File: config.mk
export PLATFORM = sky130hd
export DESIGN_NAME = interlock_input_conditioner_flat
export DESIGN_NICKNAME = d
export VERILOG_FILES = /design/src/rtl/interlock_input_conditioner_pkg.sv /design/src/rtl/interlock_input_conditioner_if.sv /design/src/rtl/interlock_input_conditioner_debounce.sv /design/src/rtl/interlock_input_conditioner.sv /design/src/flat_wrapper.sv
export SDC_FILE = /design/constraint.sdc
export NUM_CORES = 1
export LEC_CHECK = 0
export CAP_MARGIN = 5
export CORE_UTILIZATION = 60
export DETAILED_ROUTE_END_ITERATION = 6
export DONT_BUFFER_PORTS = 1
export PLACE_DENSITY = 0.76
export SYNTH_ARGS = -nofsm -noshare
export SYNTH_HDL_FRONTEND = slang
export SYNTH_SLANG_ARGS = --single-unit
File: constraint.sdc
create_clock -name clk -period 2.7 [get_ports clk]
set_input_delay 0.54 -clock clk [delete_from_list [all_inputs] [get_ports clk]]
set_output_delay 0.54 -clock clk [all_outputs]
set_load 0.01 [all_outputs]
File: src/rtl/interlock_input_conditioner_pkg.sv
// Shared constants for the RPSC interlock input conditioner: default sizing,
// field channel assignments and the default fault-active mask.
package rpsc_cond_pkg;

    localparam int N_CH_DEFAULT        = 42;
    localparam int SYNC_STAGES_DEFAULT = 2;
    localparam int DEB_CYCLES_DEFAULT  = 16;

    localparam int CH_AIR_GRID     = 0;
    localparam int CH_AIR_ANODE    = 1;
    localparam int CH_WATER_AN     = 2;
    localparam int CH_WATER_GRID   = 3;
    localparam int CH_DOOR_PAMP    = 4;
    localparam int CH_DOOR_DRIVER  = 5;
    localparam int CH_PS_FAULT_HV  = 6;
    localparam int CH_PS_FAULT_FIL = 7;
    localparam int CH_STATUS_RF_ON = 40;
    localparam int CH_STATUS_LOCAL = 41;

    // The two top channels are plain status indications, never faults.
    localparam logic [N_CH_DEFAULT-1:0] FAULT_ACT_DEFAULT =
        ~((N_CH_DEFAULT'(1) << CH_STATUS_RF_ON) | (N_CH_DEFAULT'(1) << CH_STATUS_LOCAL));

endpackage

File: src/rtl/interlock_input_conditioner_if.sv
// Field-side and core-side signal bundle of the interlock input conditioner.
interface interlock_input_conditioner_if
    import rpsc_cond_pkg::*;
#(
    parameter int N_CH  = N_CH_DEFAULT,
    parameter int IDX_W = $clog2(N_CH)
);
    logic [N_CH-1:0]  i_raw;
    logic [N_CH-1:0]  i_fault_act;
    logic             i_clear;
    logic [N_CH-1:0]  o_clean;
    logic [N_CH-1:0]  o_edge;
    logic [N_CH-1:0]  o_fault_latched;
    logic             o_any_fault;
    logic             o_first_valid;
    logic [IDX_W-1:0] o_first_idx;
    logic [31:0]      o_first_time;

    modport master (
        output i_raw, i_fault_act, i_clear,
        input  o_clean, o_edge, o_fault_latched, o_any_fault,
               o_first_valid, o_first_idx, o_first_time
    );

    modport slave (
        input  i_raw, i_fault_act, i_clear,
        output o_clean, o_edge, o_fault_latched, o_any_fault,
               o_first_valid, o_first_idx, o_first_time
    );
endinterface

File: src/rtl/interlock_input_conditioner_debounce.sv
// One field input: multi-flop synchroniser followed by a stable-count debouncer
// that emits a one-cycle pulse whenever the accepted level changes.
module debounce_channel #(
    parameter  int SYNC_STAGES = 2,
    parameter  int DEB_CYCLES  = 16,
    localparam int CNT_W       = $clog2(DEB_CYCLES + 1)
) (
    input  logic clk,
    input  logic reset,
    input  logic raw,
    output logic clean,
    output logic edge_pulse
);
    localparam logic [CNT_W-1:0] CNT_LAST = CNT_W'(DEB_CYCLES - 1);

    logic [SYNC_STAGES-1:0] sync_q;
    logic [CNT_W-1:0]       cnt;
    logic                   sync_lvl;

    assign sync_lvl = sync_q[SYNC_STAGES-1];

    // Counter only runs while the synced level disagrees with the accepted one,
    // so it restarts on any bounce and stops at CNT_LAST.
    always_ff @(posedge clk or negedge reset) begin
        if (!reset) begin
            sync_q     <= '0;
            cnt        <= '0;
            clean      <= 1'b0;
            edge_pulse <= 1'b0;
        end else begin
            sync_q     <= {sync_q[SYNC_STAGES-2:0], raw};
            edge_pulse <= 1'b0;
            if (sync_lvl == clean) begin
                cnt <= '0;
            end else if (cnt == CNT_LAST) begin
                clean      <= sync_lvl;
                cnt        <= '0;
                edge_pulse <= 1'b1;
            end else begin
                cnt <= cnt + 1'b1;
            end
        end
    end
endmodule

File: src/rtl/interlock_input_conditioner.sv
// Interlock input conditioner: per-channel debounce, sticky fault latches and
// first-fault record. FIRST_FAULT_TIMESTAMP_EN adds a cycle stamp to the record.
module interlock_input_conditioner
    import rpsc_cond_pkg::*;
#(
    parameter  int N_CH        = N_CH_DEFAULT,
    parameter  int SYNC_STAGES = SYNC_STAGES_DEFAULT,
    parameter  int DEB_CYCLES  = DEB_CYCLES_DEFAULT,
    localparam int IDX_W       = $clog2(N_CH)
) (
    input logic                            clk,
    input logic                            reset,
    interlock_input_conditioner_if.slave   bus
);
    logic [N_CH-1:0]  clean;
    logic [N_CH-1:0]  edge_vec;
    logic [N_CH-1:0]  fcond;
    logic [N_CH-1:0]  latch_q;
    logic [N_CH-1:0]  latch_d;
    logic [N_CH-1:0]  new_set;
    logic             any_q;
    logic             first_valid_q;
    logic [IDX_W-1:0] first_idx_q;
    logic             first_hit;
    logic [IDX_W-1:0] first_sel;
    logic             first_release;
    logic             capture;

    for (genvar k = 0; k < N_CH; k++) begin : g_ch
        debounce_channel #(
            .SYNC_STAGES (SYNC_STAGES),
            .DEB_CYCLES  (DEB_CYCLES)
        ) u_deb (
            .clk        (clk),
            .reset      (reset),
            .raw        (bus.i_raw[k]),
            .clean      (clean[k]),
            .edge_pulse (edge_vec[k])
        );
    end

    // A clear only empties latches whose fault has gone away, so set wins.
    assign fcond   = clean & bus.i_fault_act;
    assign latch_d = fcond | (bus.i_clear ? '0 : latch_q);
    assign new_set = latch_d & ~latch_q;

    always_comb begin
        first_hit = 1'b0;
        first_sel = '0;
        for (int k = N_CH - 1; k >= 0; k--) begin
            if (new_set[k]) begin
                first_hit = 1'b1;
                first_sel = IDX_W'(k);
            end
        end
    end

    // Only fresh 0->1 transitions re-arm the record, never old latches.
    assign first_release = first_valid_q & bus.i_clear & ~fcond[first_idx_q];
    assign capture       = first_hit & (~first_valid_q | first_release);

    always_ff @(posedge clk or negedge reset) begin
        if (!reset) begin
            latch_q       <= '0;
            any_q         <= 1'b0;
            first_valid_q <= 1'b0;
            first_idx_q   <= '0;
        end else begin
            latch_q <= latch_d;
            any_q   <= |latch_q;
            if (capture) begin
                first_valid_q <= 1'b1;
                first_idx_q   <= first_sel;
            end else if (first_release) begin
                first_valid_q <= 1'b0;
            end
        end
    end

`ifdef FIRST_FAULT_TIMESTAMP_EN
    logic [31:0] cycle_cnt;
    logic [31:0] first_time_q;

    always_ff @(posedge clk or negedge reset) begin
        if (!reset) begin
            cycle_cnt    <= '0;
            first_time_q <= '0;
        end else begin
            cycle_cnt <= cycle_cnt + 32'd1;
            if (capture) begin
                first_time_q <= cycle_cnt;
            end else if (first_release) begin
                first_time_q <= '0;
            end
        end
    end

    assign bus.o_first_time = first_time_q;
`else
    assign bus.o_first_time = '0;
`endif

    assign bus.o_clean         = clean;
    assign bus.o_edge          = edge_vec;
    assign bus.o_fault_latched = latch_q;
    assign bus.o_any_fault     = any_q;
    assign bus.o_first_valid   = first_valid_q;
    assign bus.o_first_idx     = first_idx_q;
endmodule

File: src/flat_wrapper.sv
// flat-port wrapper written by rule: the top's interface ports become plain ports
module interlock_input_conditioner_flat import rpsc_cond_pkg::*;
#(
    parameter  int N_CH        = N_CH_DEFAULT,
    parameter  int SYNC_STAGES = SYNC_STAGES_DEFAULT,
    parameter  int DEB_CYCLES  = DEB_CYCLES_DEFAULT,
    localparam int IDX_W       = $clog2(N_CH)
)
  (clk, reset, bus_i_raw, bus_i_fault_act, bus_i_clear, bus_o_clean, bus_o_edge, bus_o_fault_latched, bus_o_any_fault, bus_o_first_valid, bus_o_first_idx, bus_o_first_time);
  interlock_input_conditioner_if #(.N_CH(N_CH), .IDX_W(($clog2(N_CH)))) bus_i ();
  input logic clk;
  input logic reset;
  input wire logic [$bits(bus_i.i_raw)-1:0] bus_i_raw;
  input wire logic [$bits(bus_i.i_fault_act)-1:0] bus_i_fault_act;
  input wire logic [$bits(bus_i.i_clear)-1:0] bus_i_clear;
  output wire logic [$bits(bus_i.o_clean)-1:0] bus_o_clean;
  output wire logic [$bits(bus_i.o_edge)-1:0] bus_o_edge;
  output wire logic [$bits(bus_i.o_fault_latched)-1:0] bus_o_fault_latched;
  output wire logic [$bits(bus_i.o_any_fault)-1:0] bus_o_any_fault;
  output wire logic [$bits(bus_i.o_first_valid)-1:0] bus_o_first_valid;
  output wire logic [$bits(bus_i.o_first_idx)-1:0] bus_o_first_idx;
  output wire logic [$bits(bus_i.o_first_time)-1:0] bus_o_first_time;
  assign bus_i.i_raw = bus_i_raw;
  assign bus_i.i_fault_act = bus_i_fault_act;
  assign bus_i.i_clear = bus_i_clear;
  assign bus_o_clean = bus_i.o_clean;
  assign bus_o_edge = bus_i.o_edge;
  assign bus_o_fault_latched = bus_i.o_fault_latched;
  assign bus_o_any_fault = bus_i.o_any_fault;
  assign bus_o_first_valid = bus_i.o_first_valid;
  assign bus_o_first_idx = bus_i.o_first_idx;
  assign bus_o_first_time = bus_i.o_first_time;
  interlock_input_conditioner #(.N_CH(N_CH), .SYNC_STAGES(SYNC_STAGES), .DEB_CYCLES(DEB_CYCLES)) u_core (.clk(clk), .reset(reset), .bus(bus_i));
endmodule
Word-level counts from Yosys, hierarchy flattened. Cells that the tools add are included.

Bits in registers: 428. Bits in latches: 0. Memory bits (writable): 0. ROM bits: 0. Bits of input ports: 87. Output and inout port bits: 166. Memories: 0.

Add/subtract/negate cells: 42. Multiply operators: 0. Divide/modulo/power cells: 0. Magnitude comparators: 1. Eq/ne operators: 84. Shift operators: 0. Multiplexer cells: 257. Bitwise logic cells: 52. Reductions and logical operators: 44.

Operators by type and width (number): 5-bit two-way mux (84); 6-bit two-way mux (42); 5-bit by 1-bit adder with 5-bit output, second input constant (42); 5-bit by 4-bit == test with 1-bit output, second input constant (42); 1-bit two-way mux (129); 42-bit bitwise AND (2); 2-bit AND reduction (42); 1-bit NOT (44); 1-bit == test (42); 42-bit two-way mux (1); 42-bit NOT (1); 42-bit bitwise OR (1); 42-bit OR reduction (1); 6-bit by 7-bit less-than comparator with 1-bit output, second input constant (1); 1-bit binary-select mux with 6-bit select (1); 1-bit bitwise AND (3); 2-bit nonzero test (1); 1-bit bitwise OR (1).

Depth between registers and ports, before layout.
Depth in word-level cells: 47. Depth in mapped cells: 9. Gate-level depth less buffers: 7.

Modules after synthesis. Synthesis repeated with hierarchy kept, for this count alone.

Cells, all modules: 1495. Area, all modules: 18104.9 µm².

Modules (own cells, without submodules): debounce_channel (times used 42, cells an instance 26, area an instance 347.8 µm²); interlock_input_conditioner (times used 1, cells an instance 403, area an instance 3495.9 µm²).

Least setup slack after synthesis. OpenSTA, ideal clock, no wires.

Path type: input to register. Start: in bus_i_fault_act[32]. End: reg u_core.first_idx_q[0], in the netlist u_core.bus.o_first_idx[0]. Arrival time: 2138 ps. Data required time: 2575 ps. Slack: 437 ps. Cell stages on the path: 6. Path buffers: 0. Cell sequence: and3b_1 or4_1 or3_1 nor2_2 nor2_4 mux2_4.

Longest elaborated chain between the ends: 37. Elaborated cells between the ends (all ways): 75.

Ends and longest elaborated chain: start, declared (line flat_wrapper.sv:14) `input wire logic [$bits(bus_i.i_fault_act)-1:0] bus_i_fault_act;`; 42-bit bitwise AND * (line interlock_input_conditioner.sv:43) `assign fcond = clean & bus.i_fault_act;`; 42-bit bitwise OR (line interlock_input_conditioner.sv:44) `assign latch_d = fcond | (bus.i_clear ? '0 : latch_q);`; 42-bit bitwise AND (line interlock_input_conditioner.sv:45) `assign new_set = latch_d & ~latch_q;`; 1-bit two-way mux (33 in series) (line interlock_input_conditioner.sv:51) `if (new_set[k]) begin`; 1-bit bitwise AND (line interlock_input_conditioner.sv:60) `assign capture = first_hit & (~first_valid_q | first_release);`; end signal, assigned (line interlock_input_conditioner.sv:73) `first_idx_q <= first_sel;`; end, declared (line interlock_input_conditioner.sv:23) `logic [IDX_W-1:0] first_idx_q;`.

Every way passes the cells marked *; elsewhere a longest branch is shown, timed or not. The select of a mux whose other input is x is not followed. A chain may end at the register's enable or synchronous reset.

Worst setup path in the final report.
Start: reg u_core.first_idx_q[0], in the netlist u_core.bus.o_first_idx[0]. End: reg u_core.first_idx_q[2], in the netlist u_core.bus.o_first_idx[2].

Longest elaborated chain between the ends: 6.

Ends and longest elaborated chain: 1-bit binary-select mux with 6-bit select (line interlock_input_conditioner.sv:59) `assign first_release = first_valid_q & bus.i_clear & ~fcond[first_idx_q];`; 1-bit two-way mux (not written as such) (line interlock_input_conditioner.sv:59); 1-bit NOT (line interlock_input_conditioner.sv:59); 1-bit bitwise AND (line interlock_input_conditioner.sv:59); 1-bit bitwise OR (line interlock_input_conditioner.sv:60); 1-bit bitwise AND (line interlock_input_conditioner.sv:60).

No other way between the ends. The select of a mux whose other input is x is not followed.

==> flow_metrics.py <==
metrics = {
    "drt": {
        "ant_nets": 0,
        "remaining_drc_errors": 0,
        "routedWlPerCell_um": 18.5,
        "vias": 10800,
        "finalWirelength_mm": 36.3,
        "dr.pass1.iters": 7,
        "viasPerCell": 5.52,
        "dr.first_iter.drc_count": 638,
    },
    "setup_path": {
        "crit_path_start_kind": "flip-flop",
        "cp_slowest_cell": "dfrtp_1",
        "worstPathCellList": "buf_4, mux4_2, mux2i_1, mux2i_1, o311ai_2, nor2_4, mux2_4",
        "critical_path_class": "flip-flop to flip-flop",
        "crit_top_cell": "mux2i_1",
        "max_stage_delay_ns": 0.58,
        "cp_max_fo": 7,
        "endpoint_kind": "flip-flop",
        "arrival_ns": 2.93,
        "rrSetupSlack_ns": 0.18,
        "crit_required_ns": 3.11,
    },
    "pwr": {
        "switching_share_pct": 21.2,
        "p_per_area_nw_per_um2": 697,
        "switching_power_w": 0.00286,
        "p_clk_share_pct": 46.1,
        "seqPwrFrac_pct": 50.6,
        "comb_power_share_pct": 3.3,
        "power.leakage_nw": 9.43,
        "intPower_w": 0.0107,
        "ir_worst_vdd_v": 0.000627,
    },
    "die": {
        "die_area_um2": 30700,
        "fp.dieW_um": 175,
        "top_level_ports": 253,
        "die_h_um": 175,
        "rows": 63,
        "start_util_pct": 60.8,
        "core_um2": 29600,
    },
    "clock_network": {
        "h-tree-depth": 2,
        "cts_setup_buffers": 0,
        "ctsRootBufferMaster": "clkbuf_16",
        "clkLatencyLatePin_ns": 0.53,
        "cts-buffers-inserted": 44,
        "numClockSinks": 428,
        "clkSlewWorstSetupHoldPaths_ns": 0.06,
        "cts_tree": "built",
        "cts_resized": 0,
        "ctsLongestPathBuffers": 3,
    },
    "synthesis": {
        "avgSynthCellArea_um2": 11.6,
        "synth_ff_type": "dfrtp_1",
        "syn_area_um2": 18000,
        "ys_ff_latch": 428,
        "yosysMostFrequentCell": "dfrtp_1",
        "synthTopCellsByArea": "dfrtp_1, buf_4, nor2_1",
        "synth_top_area_share_pct": 59.4,
        "yosys_warnings": 0,
        "synth-async-reset-ratio_pct": 100,
        "synth_common_cells": "dfrtp_1, nor2_1, buf_4",
        "synth.distinct_cells": 73,
        "synth_edf_count": 0,
        "synth_cells": 1556,
        "yosysSeqAreaShare_pct": 59.4,
        "yosys.area.top_type": "dfrtp_1",
    },
    "layout": {
        "layout-drive-gt1-share_pct": 10.5,
        "final_nets": 1666,
        "nFillCells": 2224,
        "utilization_pct": 65.5,
        "antenna_cells": 0,
        "area_growth_pct": 7.65,
    },
    "sta": {
        "whs_ns": -0.290,
        "finalCritPeriodShare_pct": 93.4,
        "min_period_ns": 2.52,
        "fin_tns_setup_ns": 0,
        "setup_viol": 0,
        "fin_worst_skew_ns": 0.0127,
        "layout_setup_ws_ns": 0.179,
        "slew_headroom_pct": 38.3,
        "drv_slew": 0,
        "fmax_mhz": 397,
        "worst_pin_slew_ns": 0.926,
        "hold_viol": 428,
        "rsz0062_at_grt": "false",
    },
    "flow_run": {
        "maxCapViolCount": 0,
    },
    "global_route": {
        "antenna_found_initial": 1,
        "grt_pass1_wl_mm": 57.7,
        "grt_pass1_vias": 10900,
        "gr-usage-all-layers_pct": 24.1,
        "grt_max_degree": 429,
        "overflow": 0,
    },
    "place": {
        "gp_congestion": 0.897,
        "numPortBuffers": 0,
        "place_ws_ns": 0.199,
        "hpwl_mm": 26.0,
    },
    "status": {
        "violations": "hold timing",
        "status": "finished, violations left",
    },
    "min_path": {
        "hold_path.class": "input pin to async pin",
    },
}
-- cell usage in the layout, fill, tap and decap left out, types with 3 or more instances in the layout --
cell / synthesis / layout
and2_1: 14 / 14
mux4_2: 7 / 7
clkbuf_8: 2 / 10
nand2_1: 49 / 49
o31ai_1: 3 / 3
o21ai_0: 93 / 93
and3_1: 43 / 43
nor4_1: 14 / 14
conb_1: 1 / 32
bufinv_16: 0 / 5
dfrtp_1: 428 / 428
xor2_1: 84 / 84
clkbuf_1: 4 / 10
buf_4: 116 / 28
and3b_1: 3 / 3
clkinv_2: 0 / 4
a21oi_1: 8 / 8
mux2i_1: 5 / 5
nor3_1: 44 / 44
o22ai_1: 9 / 9
nand3b_1: 18 / 18
nor2_1: 214 / 214
nand2_2: 3 / 3
inv_1: 74 / 74
clkbuf_16: 0 / 45
nand3_1: 87 / 87
xnor2_1: 84 / 84
mux2_4: 3 / 3
nand4_1: 6 / 6
or3_1: 3 / 3
ha_1: 42 / 42
mux2_2: 42 / 42
-- power by group through the flow --
stage	combinational (W)	sequential, W	clock, W
finish	0.000447	0.00685	0.00624
global route	0.000521	0.00688	0.00663
CTS	0.000452	0.00685	0.00637
detailed placement	0.000444	0.00696	0
global placement	0.000424	0.00695	0
floorplan	0.000405	0.00691	0
-- sequential cells by signal, summed over array words and instances (netlist names) --
name                          cells
u_core.bus.o_fault_latched       42
u_core.g_ch.u_deb.sync_q         84
u_core.g_ch.u_deb.clean          42
u_core.g_ch.u_deb.edge_pulse     42
u_core.bus.o_first_idx            6
u_core.bus.o_any_fault            1
u_core.bus.o_first_valid          1
u_core.g_ch.u_deb.cnt           210
-- logic make-up (layout without fill, tap and decap cells) --
kind of cell,Yosys count,in the layout,synth area share (%)
multiplexers,59,59,4.31
XOR/XNOR,168,168,8.16
buffers and inverters,198,180,6.75
adder cells (fa/ha/maj),42,42,2.91
AO/OA/AOI/OAI,146,146,4.80
other,1,32,0.0208
AND/OR/NAND/NOR,514,514,13.6
flip-flops,428,428,59.4
-- worst paths after layout --
kind                                                  from                               to  cells past startpoint
max                              u_core.bus.o_first_idx[0]        u_core.bus.o_first_idx[2]                      7
min in group clk                             bus_i_raw[31]  u_core.g_ch[31].u_deb.sync_q[0]                      0
min reg2reg                u_core.g_ch[11].u_deb.sync_q[0]  u_core.g_ch[11].u_deb.sync_q[1]                      0
max in group asynchronous                            reset   u_core.g_ch[8].u_deb.sync_q[0]                      0
min                                                  reset     u_core.g_ch[17].u_deb.cnt[4]                      0
max reg2reg                      u_core.bus.o_first_idx[0]        u_core.bus.o_first_idx[2]                      7
-- critical path, delay by kind of cell (launching register included) --
kind,cells,cell delay (ns)
muxes,4,1.11
DFF,1,0.58
AOI/OAI and AO/OA,1,0.36
buffers and inverters,1,0.23
and+or+nand+nor,1,0.11
-- per-stage QoR --
| step | cells | total power [W] | hold slack (ns) | area (um2) |
|---|---|---|---|---|
| floorplan | 1587 | 0.00731 | 0.244 | 18100 |
| global placement | 1881 | 0.00737 | 0.260 | 17900 |
| detailed placement | 1881 | 0.00741 | 0.256 | 17900 |
| CTS | 1959 | 0.0137 | -0.302 | 19400 |
| global route | 1959 | 0.0140 | -0.311 | 19400 |
| finish | 1959 | 0.0135 | -0.290 | 19400 |
-- per-layer routing --
layer  wire length [um]  vias to the layer above  GRT usage, %
met3               2990                       69          7.90
li1                   -                     5068             -
met2              17500                      306          39.7
met5                  8                        -             0
met4                909                        2          7.57
met1              14900                     5364          30.3
-- cell type report --
type	count	area, um2	area share [%]
Clock buffer	65	1300	6.70
Multi-Input combinational cell	961	6220	32.0
Inverter	74	278	1.43
Tap cell	390	488	2.51
Clock inverter	13	204	1.05
Timing Repair Buffer	28	210	1.08
Sequential cell	428	10700	55.2
Note: power is estimated with default switching activity, not from simulation.
